`src/rtl/bridge_pkg.sv`:
```
// Shared types and constants for the bridge dataslot loader.
package bridge_pkg;

   // Bridge byte address as seen on the dataslot bus.
   typedef logic [31:0] bridge_addr_t;

   typedef enum logic [2:0] {
      LOADER_IDLE,
      LOADER_ARMED,
      LOADER_LOADING,
      LOADER_DONE,
      LOADER_ERROR
   } loader_state_t;

   typedef enum logic [1:0] {
      LOADER_ERR_NONE    = 2'd0,
      LOADER_ERR_ALIGN   = 2'd1,
      LOADER_ERR_SEQ     = 2'd2,
      LOADER_ERR_TIMEOUT = 2'd3
   } loader_err_t;

   // Every bridge write carries one 32-bit word.
   localparam logic [31:0] LOADER_WORD_BYTES = 32'd4;

   // Largest word-multiple byte count; the running count never exceeds it.
   localparam logic [31:0] LOADER_COUNT_MAX  = 32'hFFFF_FFFC;

   // A slot must start on an 8-byte boundary.
   function automatic logic base_aligned(input bridge_addr_t addr);
      return addr[2:0] == 3'b000;
   endfunction

endpackage

```
`src/rtl/bridge_loader_timeout.sv`:
```
// Idle-cycle watchdog for the dataslot loader: counts cycles without a bus
// write while a load is in progress and flags expiry on the last allowed one.
module bridge_loader_timeout #(
   parameter logic [23:0] TIMEOUT_CYCLES = 24'd1_000_000
) (
   input  logic clk,
   input  logic reset,
   input  logic run,      // loader is ARMED or LOADING
   input  logic clear,    // a bus write or an arming request this cycle
   output logic expired
);

   localparam logic [23:0] LAST_COUNT = TIMEOUT_CYCLES - 24'd1;

   logic [23:0] idle_cnt;

   // Expiry: count has reached its limit and nothing restarts it this cycle.
   assign expired = run && !clear && (idle_cnt == LAST_COUNT);

   // Idle counter: restarts on activity or outside a load, holds at the limit.
   always_ff @(posedge clk) begin
      if (reset || clear || !run) begin
         // NOTE: sequential state uses non-blocking assignments so every
         // register samples the pre-edge values of the others.
         idle_cnt <= '0;
      end else if (idle_cnt != LAST_COUNT) begin
         idle_cnt <= idle_cnt + 24'd1;
      end
   end

endmodule

```
`src/rtl/bridge_dataslot_loader.sv`:
```
// Passive sequencer for loading one data slot over the bridge dataslot bus.
// Arms on a matching host write request, checks that the following bus
// writes start aligned and run contiguously up to the announced size, and
// holds DONE/ERROR until the consumer acknowledges.
// Optional feature: define DATASLOT_LOADER_TIMEOUT_EN to abort a load after
// TIMEOUT_CYCLES idle cycles (error code 3).
module bridge_dataslot_loader
   import bridge_pkg::*;
#(
   parameter logic [15:0] SLOT_ID        = 16'h0000,
   parameter logic [23:0] TIMEOUT_CYCLES = 24'd1_000_000
) (
   input  logic        clk,
   input  logic        reset,
   // bridge dataslot bus (observed only)
   input  logic        bridge_wr,
   input  logic [31:0] bridge_addr,
   input  logic [31:0] bridge_wr_data,
   // host dataslot write request (observed only)
   input  logic        req_valid,
   input  logic [15:0] req_slot_id,
   input  logic [31:0] req_expected_size,
   // consumer handshake and status
   input  logic        ack,
   output logic [31:0] slot_base_address,
   output logic [31:0] bytes_written,
   output logic [31:0] expected_size,
   output logic        loading,
   output logic        done,
   output logic        done_pulse,
   output logic        error,
   output logic [1:0]  error_code
);

   loader_state_t state_q, state_d;
   logic [31:0]   base_d, count_d, size_d;
   loader_err_t   err_d;
   logic          pulse_d;

   logic          req_hit;
   logic          timeout_hit;
   logic [32:0]   count_sum;
   logic [31:0]   count_inc;
   logic          count_reached;
   logic [31:0]   next_addr;

   assign req_hit = req_valid && (req_slot_id == SLOT_ID);

   // Next count after one more word; the 33-bit sum keeps the size compare
   // exact, and the stored value saturates at the largest word multiple.
   assign count_sum     = {1'b0, bytes_written} + {1'b0, LOADER_WORD_BYTES};
   assign count_reached = count_sum >= {1'b0, expected_size};
   assign count_inc     = (bytes_written == LOADER_COUNT_MAX) ? LOADER_COUNT_MAX
                                                              : count_sum[31:0];
   // Expected address of the next write, wrapping at 32 bits.
   assign next_addr     = slot_base_address + bytes_written;

`ifdef DATASLOT_LOADER_TIMEOUT_EN
   bridge_loader_timeout #(
      .TIMEOUT_CYCLES (TIMEOUT_CYCLES)
   ) u_timeout (
      .clk     (clk),
      .reset   (reset),
      .run     ((state_q == LOADER_ARMED) || (state_q == LOADER_LOADING)),
      .clear   (bridge_wr || req_hit),
      .expired (timeout_hit)
   );

   // Write data is never inspected; the loader only tracks addresses.
   logic unused_ok;
   assign unused_ok = &{1'b0, bridge_wr_data};
`else
   assign timeout_hit = 1'b0;

   // Write data and the timeout limit are not needed in this build.
   logic unused_ok;
   assign unused_ok = &{1'b0, bridge_wr_data, TIMEOUT_CYCLES};
`endif

   // Next-state and next-output logic; a matching request overrides
   // everything else, including a write or ack in the same cycle.
   always_comb begin
      // NOTE: every variable gets a default first so no path leaves one
      // unassigned, which would infer a latch.
      state_d = state_q;
      base_d  = slot_base_address;
      count_d = bytes_written;
      size_d  = expected_size;
      err_d   = loader_err_t'(error_code);
      pulse_d = 1'b0;

      if (req_hit) begin
         size_d  = req_expected_size;
         count_d = '0;
         err_d   = LOADER_ERR_NONE;
         if (req_expected_size == 32'd0) begin
            state_d = LOADER_DONE;
            pulse_d = 1'b1;
         end else begin
            state_d = LOADER_ARMED;
         end
      end else begin
         unique case (state_q)
            LOADER_ARMED: begin
               if (bridge_wr) begin
                  base_d = bridge_addr;
                  if (!base_aligned(bridge_addr)) begin
                     state_d = LOADER_ERROR;
                     err_d   = LOADER_ERR_ALIGN;
                  end else begin
                     count_d = LOADER_WORD_BYTES;
                     if (LOADER_WORD_BYTES >= expected_size) begin
                        state_d = LOADER_DONE;
                        pulse_d = 1'b1;
                     end else begin
                        state_d = LOADER_LOADING;
                     end
                  end
               end else if (timeout_hit) begin
                  state_d = LOADER_ERROR;
                  err_d   = LOADER_ERR_TIMEOUT;
               end
            end

            LOADER_LOADING: begin
               if (bridge_wr) begin
                  if (bridge_addr == next_addr) begin
                     count_d = count_inc;
                     if (count_reached) begin
                        state_d = LOADER_DONE;
                        pulse_d = 1'b1;
                     end
                  end else begin
                     state_d = LOADER_ERROR;
                     err_d   = LOADER_ERR_SEQ;
                  end
               end else if (timeout_hit) begin
                  state_d = LOADER_ERROR;
                  err_d   = LOADER_ERR_TIMEOUT;
               end
            end

            LOADER_DONE, LOADER_ERROR: begin
               if (ack) begin
                  state_d = LOADER_IDLE;
                  err_d   = LOADER_ERR_NONE;
               end
            end

            default: begin
               // IDLE waits for a request; writes and acks are ignored.
            end
         endcase
      end
   end

   // State and registered outputs, all decoded from the next state.
   always_ff @(posedge clk) begin
      if (reset) begin
         // NOTE: only control and status registers exist here, so every one
         // is reset; there is no storage array to leave uninitialised.
         state_q           <= LOADER_IDLE;
         slot_base_address <= '0;
         bytes_written     <= '0;
         expected_size     <= '0;
         loading           <= 1'b0;
         done              <= 1'b0;
         done_pulse        <= 1'b0;
         error             <= 1'b0;
         error_code        <= LOADER_ERR_NONE;
      end else begin
         state_q           <= state_d;
         slot_base_address <= base_d;
         bytes_written     <= count_d;
         expected_size     <= size_d;
         loading           <= (state_d == LOADER_ARMED) || (state_d == LOADER_LOADING);
         done              <= (state_d == LOADER_DONE);
         done_pulse        <= pulse_d;
         error             <= (state_d == LOADER_ERROR);
         error_code        <= err_d;
      end
   end

endmodule

```
`config.mk`:
```
export PLATFORM = sky130hd
export DESIGN_NAME = bridge_dataslot_loader
export DESIGN_NICKNAME = d
export VERILOG_FILES = /design/src/rtl/bridge_pkg.sv /design/src/rtl/bridge_loader_timeout.sv /design/src/rtl/bridge_dataslot_loader.sv
export SDC_FILE = /design/constraint.sdc
export NUM_CORES = 1
export LEC_CHECK = 0
export BUFFER_PORTS_ARGS = -buffer_cell sky130_fd_sc_hd__buf_2
export CAP_MARGIN = 20
export CELL_PAD_IN_SITES_DETAIL_PLACEMENT = 1
export CELL_PAD_IN_SITES_GLOBAL_PLACEMENT = 1
export CORE_MARGIN = 5
export CORE_UTILIZATION = 30
export CTS_BUF_LIST = sky130_fd_sc_hd__clkbuf_4 sky130_fd_sc_hd__clkbuf_8
export CTS_CLUSTER_DIAMETER = 50
export DETAILED_ROUTE_END_ITERATION = 7
export PLACE_DENSITY = 0.72
export SLEW_MARGIN = 20
export SYNTH_ARGS = -nofsm -noshare
export SYNTH_HDL_FRONTEND = slang
export SYNTH_HIERARCHICAL = 1
export SYNTH_SLANG_ARGS = --single-unit
```
`constraint.sdc`:
```
create_clock -name clk -period 3.63 [get_ports clk]
set_input_delay 0.726 -clock clk [delete_from_list [all_inputs] [get_ports clk]]
set_output_delay 0.726 -clock clk [all_outputs]
set_load 0.01 [all_outputs]
```
; ---- Yosys cells after proc, flatten, opt, wreduce, memory -nomap -nowiden
; Index checks and enable logic that the tools add are counted.
; Widths: inputs -> output; s select.
[classes]
add_sub_neg = 2
order_cmp = 2
eq_ne = 17
muxes = 31
bitwise_logic = 1
reduce_logical = 12
[op_table]
columns = op, count
row1 = $mux 32, 5
row2 = $pmux 32 s2, 1
row3 = $add 32x3->33 const B, 1
row4 = $ge 33x32->1, 1
row5 = $add 32x32->32, 1
row6 = $eq 32x32->1, 1
row7 = $eq 32x32->1 const B, 1
row8 = $ge 3x32->1 const A, 1
row9 = $logic_not 32->1, 1
row10 = $mux 3, 7
row11 = $logic_not 16->1, 1
row12 = $ne 2x2->1 const B, 7
row13 = $eq 3x2->1 const B, 4
row14 = $mux 2, 6
row15 = $mux 1, 9
row16 = $pmux 3 s3, 1
row17 = $eq 3x1->1 const B, 2
row18 = $eq 3x3->1 const B, 2
row19 = $pmux 2 s3, 1
row20 = $reduce_and 6->1, 1
row21 = $reduce_and 5->1, 1
row22 = $reduce_or 2->1, 2
row23 = $logic_not 3->1, 1
row24 = $reduce_and 3->1, 1
row25 = 6 further kinds, 6
[totals]
ff_bits = 105
in_bits = 117
output_inout_bits = 102
elab_cells = 74

; ---- Longest topological paths before layout
[logic_depth]
depth_word = 9
ltp_mapped = 23

; ---- Worst setup path after synthesis
; Ideal clock, no wire load.
[synth_timing]
path_kind = register to register
start = register bytes_written[4]
end = register loading
arrival_ns = 3.818
t_required_ns = 3.515
setup_slack_ns = -0.303
path_stages_with_launch = 23
n_path_buf = 3
period_less_slack_ns = 3.933
path_cell_list = dfxtp_1 clkbuf_1 and3_1 and3_1 clkbuf_1 and3_1 clkbuf_1 nand4_1 inv_1 and3_1 xor2_1 ha_1 a21oi_1 nor2b_1 o21ai_0 nand2b_1 a221oi_1 o21ai_0 a21oi_1 o21ai_0 a31oi_1 xnor2_1 nor2_1
[synth_via]
elab_chain_len = 9
[synth_rtl]
columns = element, line_no
row1 = start: declaration, bridge_dataslot_loader.sv:26  ; output logic [31:0] bytes_written,
row2 = start signal: assignment, bridge_dataslot_loader.sv:174  ; bytes_written <= count_d;
row3 = $add 32x3->33, bridge_dataslot_loader.sv:51  ; assign count_sum = {1'b0, bytes_written} + {1'b0, LOADER_WORD_BYTES};
row4 = $ge 33x32->1, bridge_dataslot_loader.sv:52  ; assign count_reached = count_sum >= {1'b0, expected_size};
row5 = $mux 3, bridge_dataslot_loader.sv:129  ; if (count_reached) begin
row6 = $mux 3 *, bridge_dataslot_loader.sv:127  ; if (bridge_addr == next_addr) begin
row7 = $mux 3 *, bridge_dataslot_loader.sv:126  ; if (bridge_wr) begin
row8 = $pmux 3 s3 *, bridge_dataslot_loader.sv:103  ; unique case (state_q)
row9 = $mux 3 *, bridge_dataslot_loader.sv:92  ; if (req_hit) begin
row10 = $eq 3x1->1 / $eq 3x2->1 (equally long branches), bridge_dataslot_loader.sv:176  ; loading <= (state_d == LOADER_ARMED) || (state_d == LOADER_LOADING);
row11 = $logic_or 1x1->1 *, bridge_dataslot_loader.sv:176
row12 = end signal: assignment, bridge_dataslot_loader.sv:176
row13 = end: declaration, bridge_dataslot_loader.sv:28  ; output logic loading,
; Every way passes the cells marked *; elsewhere a longest branch is shown, timed or not.
; A chain may end at the register's enable or synchronous reset.

; ---- Worst setup path after layout
[layout_timing]
start = register bytes_written[9]
end = register bytes_written[26]
[layout_via]
elab_chain_len = 5
[layout_rtl]
columns = element
row1 = "parallel branches: the longest is 5 deep, another holds $add 32x32->32"
; Parallel ways; which one is timed is not known. The select of a mux whose other input is x is not followed.

==> qor.yml <==
run_status:
  status: "complete, but fails checks"
  violations: "negative setup slack"
synthesis:
  syn-cell-area_mm2: 0.00794
  synth_edf_count: 0
  ys_types: 70
  synth_seq_cells: 103
  postSynthCellCount: 1065
  syn_avg_cell_area_um2: 7.45
  ys_seq_area_share_pct: 26.0
  async_reset_ff_share_pct: 0
  yosysWarnings: 6
  synth_ff_type: "dfxtp_1"
floorplanning:
  dieHeight_um: 173
  die_area_mm2: 0.0298
  die_w_um: 173
  core_area_mm2: 0.0261
  start_util_pct: 30.5
  rows: 59
  ios: 219
placement:
  gp_congestion: 0.992
  dpl.hpwl_um: 28100
  numPortBuffers: 184
routing:
  drt_wl_total_um: 36700
  remaining_drc_errors: 0
  dr.first_iter.drc_count: 538
  ant_nets: 0
  post_drt_wl_per_cell_um: 20.6
  vias: 9637
  via_per_inst: 5.40
  dr.pass1.iters: 5
power_and_ir_drop:
  power_switching_w: 0.000580
  seqPwrFrac_pct: 50.6
  clock_power_share_pct: 40.5
  ir_drop_mv: 0.193
  switching_share_pct: 26.1
  power.leakage_nw: 5.47
  internal_power_w: 0.00164
  combinationalPowerShare_pct: 8.9
  power_w: 0.00222
  p_per_area_mw_per_mm2: 184
timing:
  skew_ps: 17.6
  whs_ps: 452
  setup_ws_ps: -190
  setup_viol: 36
  slew_viol_final: 0
  rsz0062_at_grt: "yes"
  tightest_slew_ps: 775
  finalHoldViolations: 0
  min_period_ps: 3820
  post-route-period-util_pct: 105
  max-slew-margin-rel_pct: 48.1
  max_freq_mhz: 262
  tns_ps: -4770
cts:
  ctsRootBufferMaster: "clkbuf_8"
  cts_sinks: 103
  htreeDepth: 3
  postCtsHoldBufs: 0
  cts_buffers: 9
  clk_pin_slew_ps: 110
  cts_tree: "built"
  worstSkewPairLatency_ps: 400
  clock_path_buffers: 2
finish:
  layout_common_cells: "229 x buf_4, 184 x buf_2, 179 x nand2_1"
  syn2layout_area_growth_pct: 52.1
  antenna_cells: 0
  drive_gt1_share_pct: 42.1
  mostFrequentLayoutCell: "buf_4"
  nNetsFinal: 1623
  final_util_pct: 46.3
run:
  cap_violations: 0
grt:
  grt_pass1_wl_um: 55600
  grt_antenna_before_repair: 0
  grt_use_total_pct: 22.7
  grt_overflow: 0
  first_global_vias: 10300
  grt_max_degree: 41
critical_path:
  worst_setup_path_end_kind: "register"
  crit_arrival_ps: 4110
  worst_setup_path_start_kind: "register"
  rrSetupSlack_ps: -190
  worstPathRequired_ps: 3920
  cp_max_fo: 7
  path_class: "reg -> reg"
worst_hold_path:
  hold_path_class: "reg -> reg"
==> registers in the layout, indices dropped and copies added (netlist names) <==
register / cells
loading: 1
done_pulse: 1
bytes_written: 30
done: 1
error_code: 2
slot_base_address: 32
expected_size: 32
state_q: 3
error: 1
==> through the flow <==
| stage | std cells | setup WS (ps) | area (µm²) |
|---|---|---|---|
| floorplan | 1066 | 13.2 | 7960 |
| global placement | 1745 | -331 | 10700 |
| detailed placement | 1745 | -406 | 10700 |
| CTS | 1773 | -218 | 11500 |
| global route | 1785 | -301 | 12100 |
| finish | 1785 | -190 | 12100 |
==> worst max-delay path, cell delays in order (launching register included) <==
cell and delay, ps:
dfxtp_4 370, buf_4 150, ha_4 230, a21oi_2 190
a21boi_2 210, o22ai_1 140, a21oi_1 150, nand4_1 180
or4_4 460, or4_4 500, nor3_4 220, buf_6 140
nand2_2 50, a21o_4 270, clkbuf_16 180, a32o_1 250
==> logic make-up (layout without fill, tap and decap cells) <==
family          Yosys count  in the layout  synth area share, %
simple gates            427            427                 26.2
compound gates          289            289                 24.0
buf+inv                 110            494                 5.82
flops                   103            103                 26.0
xor+xnor                 69             69                 7.71
fa+ha+maj                61             61                 9.62
mux                       5              5                0.646
other cells               1              2               0.0473
==> synthesized netlist by cell type, drive strengths merged (3+ instances only) <==
master | count | area (µm²)
nor4 | 20 | 125
o21ai | 41 | 205
a21o | 21 | 158
a21oi | 113 | 566
or3 | 10 | 62.6
mux2i | 4 | 40.0
a31oi | 15 | 93.8
nand4 | 31 | 194
and3 | 28 | 175
nand2 | 183 | 687
o22ai | 5 | 31.3
xor2 | 27 | 244
nor3 | 26 | 140
buf | 20 | 120
or2 | 4 | 25.0
and4 | 3 | 26.3
nor2b | 7 | 43.8
o211ai | 8 | 60.1
o2111ai | 6 | 52.6
o31ai | 3 | 22.5
ha | 61 | 763
dfxtp | 103 | 2060
nor4b | 3 | 26.3
nand2b | 32 | 200
nand3 | 24 | 120
inv | 48 | 180
a32o | 22 | 220
nor2 | 44 | 165
xnor2 | 42 | 368
clkbuf | 42 | 161
o21a | 13 | 97.6
and2 | 4 | 25.0
o221a | 7 | 78.8
a211oi | 9 | 72.6
==> layout make-up <==
class,instances,area (µm²)
Fill cell,3201,14000
Multi-Input combinational cell,853,6220
Timing Repair Buffer,430,2890
Sequential cell,103,2120
Tap cell,335,419
Inverter,48,180
Clock buffer,12,153
Clock inverter,4,77.6
==> power groups by stage <==
stage	Sequential (W)	Clock [W]	Combinational, W
3_5_place_dp	0.00116	0	0.000185
4_1_cts	0.00113	0.000919	0.000189
6_report	0.00112	0.000898	0.000198
2_1_floorplan	0.00116	0	0.0000732
5_1_grt	0.00112	0.000967	0.000213
3_3_place_gp	0.00116	0	0.000185
==> metal layers <==
metal,up-vias,track usage [%],wire length (µm)
met3,71,4.56,2070
li1,4589,-,-
met4,0,8.45,1300
met1,4671,28.7,15700
met5,-,0,0
met2,306,38.4,17700
==> final timing paths <==
check	from	end	cells after the start
setup / recovery	bytes_written[9]	bytes_written[26]	15
hold / removal	error_code[1]	error_code[1]	2
setup reg to reg	bytes_written[9]	bytes_written[26]	15
hold reg to reg	error_code[1]	error_code[1]	2
==> what timing repair did <==
action | in CTS | in global routing
endpoints found under the setup margin | 38 | 39
pin swaps | 31 | 64
gates resized for setup | 108 | 87
gates cloned | 2 | 2
setup buffers | 10 | 10
Power figures use the tool's default switching activity.
